--- config.mk ---
export PLATFORM = sky130hd
export DESIGN_NAME = tbird_light_ctrl
export DESIGN_NICKNAME = d
export VERILOG_FILES = /design/src/rtl/tbird_light_ctrl.sv
export SDC_FILE = /design/constraint.sdc
export NUM_CORES = 1
export LEC_CHECK = 0
export CORE_UTILIZATION = 46
export CTS_CLUSTER_DIAMETER = 30
export CTS_CLUSTER_SIZE = 40
export DETAILED_ROUTE_END_ITERATION = 7
export PLACE_DENSITY = 0.71
export SKIP_CTS_REPAIR_TIMING = 1
export SYNTH_ARGS = -nofsm -noshare
export SYNTH_HDL_FRONTEND = slang
export SYNTH_SLANG_ARGS = --single-unit
--- constraint.sdc ---
create_clock -name clk -period 1.65 [get_ports clk]
set_input_delay 0.33 -clock clk [delete_from_list [all_inputs] [get_ports clk]]
set_output_delay 0.33 -clock clk [all_outputs]
set_load 0.05 [all_outputs]
--- src/rtl/tbird_light_ctrl.sv ---
// Thunderbird tail-lamp sequencer: turn, hazard and brake arbitration with a
// free-running tick prescaler pacing the animation. All outputs are registered.
module tbird_light_ctrl #(
  parameter int unsigned DIV = 4
) (
  input  logic clk,
  input  logic reset,
  input  logic left,
  input  logic right,
  input  logic hazard,
  input  logic brake,
  output logic la,
  output logic lb,
  output logic lc,
  output logic ra,
  output logic rb,
  output logic rc,
  output logic tick
);

  localparam int unsigned CW = (DIV > 1) ? $clog2(DIV) : 1;
  localparam logic [CW-1:0] CNT_MAX = CW'(DIV - 1);

  typedef enum logic [3:0] {
    IDLE, L1, L2, L3, R1, R2, R3, HZ_ON, HZ_OFF
  } state_t;

  state_t        state, next_state;
  logic [CW-1:0] cnt, cnt_next;
  logic [5:0]    lamps, lamps_next;
  logic          hz_req;

  always_comb begin
    cnt_next = (cnt == CNT_MAX) ? '0 : cnt + CW'(1);
  end

  // tick is registered from cnt_next so it is high exactly while cnt==DIV-1.
  always_ff @(posedge clk) begin
    if (reset) begin
      cnt   <= '0;
      tick  <= 1'b0;
      state <= IDLE;
      lamps <= '0;
    end else begin
      cnt   <= cnt_next;
      tick  <= (cnt_next == CNT_MAX);
      state <= next_state;
      lamps <= lamps_next;
    end
  end

  always_comb begin
    next_state = state;
    hz_req     = hazard | (left & right);
    if (tick) begin
      case (state)
        IDLE, HZ_OFF: begin
          if (hz_req)     next_state = HZ_ON;
          else if (left)  next_state = L1;
          else if (right) next_state = R1;
          else            next_state = IDLE;
        end
        L1:      next_state = hz_req ? HZ_ON : L2;
        L2:      next_state = hz_req ? HZ_ON : L3;
        L3:      next_state = hz_req ? HZ_ON : IDLE;
        R1:      next_state = hz_req ? HZ_ON : R2;
        R2:      next_state = hz_req ? HZ_ON : R3;
        R3:      next_state = hz_req ? HZ_ON : IDLE;
        HZ_ON:   next_state = HZ_OFF;
        default: next_state = IDLE;
      endcase
    end
  end

  // Lamps follow next_state so a transition and its pattern land on one edge.
  always_comb begin
    logic [2:0] lpat, rpat;
    logic       lanim, ranim;
    lpat  = '0;
    rpat  = '0;
    lanim = 1'b0;
    ranim = 1'b0;
    case (next_state)
      L1:      begin lpat = 3'b100; lanim = 1'b1; end
      L2:      begin lpat = 3'b110; lanim = 1'b1; end
      L3:      begin lpat = 3'b111; lanim = 1'b1; end
      R1:      begin rpat = 3'b100; ranim = 1'b1; end
      R2:      begin rpat = 3'b110; ranim = 1'b1; end
      R3:      begin rpat = 3'b111; ranim = 1'b1; end
      HZ_ON:   begin lpat = '1; rpat = '1; lanim = 1'b1; ranim = 1'b1; end
      HZ_OFF:  begin lanim = 1'b1; ranim = 1'b1; end
      default: ;
    endcase
    if (brake && !lanim) lpat = '1;
    if (brake && !ranim) rpat = '1;
    lamps_next = {lpat, rpat};
  end

  assign {la, lb, lc, ra, rb, rc} = lamps;

endmodule

==> results.cfg <==
[cts]
cts_tree = yes
clk_latency_ns = 0.27
clk_pin_slew_ns = 0.08
cts_buffer_depth = 2
cts-root-buf = clkbuf_4
cts_inserted_buffers = 3
clock_sinks = 13
cts-htree-levels = 1

[floorplanning]
chipWidth_um = 44.1
fp.coreArea_mm2 = 0.00158
dieHeight_um = 44.1
core.rowCount = 14
io_pins = 13
start_util_pct = 51.7
die_area_mm2 = 0.00195

[final_layout]
drive_gt1_share_pct = 50.4
area_delta_synth_final_pct = 57.7
num_antenna_cells = 0
final_common_cell = buf_4
filler_cell_count = 100
final_cell_mix = buf_4 (22), nor2_1 (11), dfxtp_1 (9)
nets = 132
final_core_util_pct = 81.6
final_area_mm2 = 0.00129

[status]
outcome = finished, violations left
violations = negative setup slack

[worst_setup_path]
required_ns = 1.82
cp-end-kind = flip-flop
arrival_ns = 2.09
critPathKind = flip-flop to flip-flop
start_kind = flip-flop
cp_max_fo = 8

[timing]
tns_ns = -1.23
layout_min_cycle_time_ns = 1.92
tightest_slew_ns = 0.411
maxSlewViolCount = 0
fmaxAchievable_ghz = 0.521
layout_setup_ws_ns = -0.269
timing.final.crit_share_pct = 116
max-slew-margin-rel_pct = 72.5
final_hold_viol_count = 0
rsz0062_at_grt = yes
final.setup_skew_ns = 0.00929
fin_worst_hold_slack_ns = 0.470
setup_violations = 7

[routing]
drt-total-wl_um = 2270
drcViolationCount = 0
dr_wl_met3_um = 90
antenna_left = 0
wl_met2_um = 1170
viasPerCell = 5.95
drtPass1Iterations = 4
drt-met1-wl_um = 998
highest_layer = met4
wl_per_cell_um = 16.3
vias = 827
initialDrtViolationCount = 18

[placed_design]
place_ws_ns = -0.602
placed_cell_area_mm2 = 0.00105
portBuffers = 12
routabilityCongestion = 0.950
dp_hpwl_um = 1330

[synth]
synthDistinctLibCells = 44
ys_seq_area_share_pct = 31.9
synthArstFlopShare_pct = 0
syn_nets = 98
syn_area_per_cell_um2 = 9.06
synth-seq-cells = 13
ys_warn_count = 0
synth.cell_area_um2 = 816
ys.flop_type = dfxtp_1
synth_edf_count = 0
synthCells = 90

[pwr]
p_per_area_mw_per_mm2 = 917
ir_drop_mv = 0.704
p_leak_uw = 0.000537

[grt]
grt_pass1_vias = 719
grt_max_degree = 12
grt.total_usage_pct = 21.0
antenna_found_initial = 0
grt_pass1_wl_um = 3050
overflow = 0

[flow_run]
maxCapViolCount = 0

[worst_hold_path]
hp-class = flip-flop to flip-flop
sequential cells by signal (all words and copies together), names as in the netlist:
signal / flops
state: 4
tick: 1
cnt: 2
lamps: 6
worst max-delay path, stage by stage (launching register included):
cell and delay, ns:
dfxtp_4 0.36, buf_6 0.13, or3_4 0.40, o32a_4 0.21, a31oi_4 0.23, buf_12 0.15
a211oi_2 0.06, nor4_1 0.27
path summary, 6_finish.rpt:
| kind | depth (start not counted) | slack, ns | endpoint | from |
|---|---|---|---|---|
| hold / removal | 1 | 0.47 | cnt[0]$_SDFF_PP0_ | cnt[0]$_SDFF_PP0_ |
| setup / recovery | 7 | -0.27 | lamps[5]$_SDFF_PP0_ | state[1]$_SDFF_PP0_ |
| hold reg to reg | 1 | 0.47 | cnt[0]$_SDFF_PP0_ | cnt[0]$_SDFF_PP0_ |
| setup reg to reg | 7 | -0.27 | lamps[5]$_SDFF_PP0_ | state[1]$_SDFF_PP0_ |
report_power, final:
part	leakage, µW	internal [µW]	total (µW)	switching (µW)
clock	0.0000150	93.5	186	92.8
sequential	0.000110	355	379	23.7
combinational	0.000412	288	614	326
total	0.000537	737	1180	443
logic make-up (layout without fill, tap and decap cells):
logic type | Yosys count | after routing | share of synthesized area (%)
adders and majority gates | 3 | 3 | 4.29
buffers and inverters | 11 | 44 | 7.82
xor gates and xnor gates | 1 | 1 | 1.07
and+or+nand+nor | 33 | 33 | 23.0
DFF | 13 | 13 | 31.9
AOI/OAI and AO/OA | 27 | 27 | 29.3
muxes | 2 | 2 | 2.61
through the flow:
stage	power, µW	std cells
after detailed placement	837	129
after CTS	1030	133
after global placement	830	129
after floorplan	698	90
after global routing	1240	139
final	1180	139
Yosys cell counts, types with 2 or more instances:
master    count  area (µm²)
a211oi_1      5        37.5
o21ai_0       3        15.0
a21oi_1       3        15.0
nor3_1        3        15.0
dfxtp_1      13         260
buf_2         3        15.0
nand2_1       2        7.51
nor2_1       12        45.0
inv_1         4        15.0
buf_6         2        22.5
nor2b_1       2        12.5
nor4_1        2        12.5
ha_1          2        25.0
nand2b_1      3        18.8
o21ai_1       2        10.0
metal layers:
layer	GRT usage [%]	vias to the layer above
li1	-	403
met4	10.3	0
met3	2.86	2
met1	26.4	395
met2	35.0	27
met5	0	-
cell type report:
type	count	area [µm²]	share of cell area, %
clock buffer	4	26.3	2.04
inverter	4	15.0	1.17
multi-input combinational	66	604	47.0
sequential	13	270	21.0
tap	16	20.0	1.56
timing repair buffer	36	350	27.2
Power figures use the tool's default switching activity.
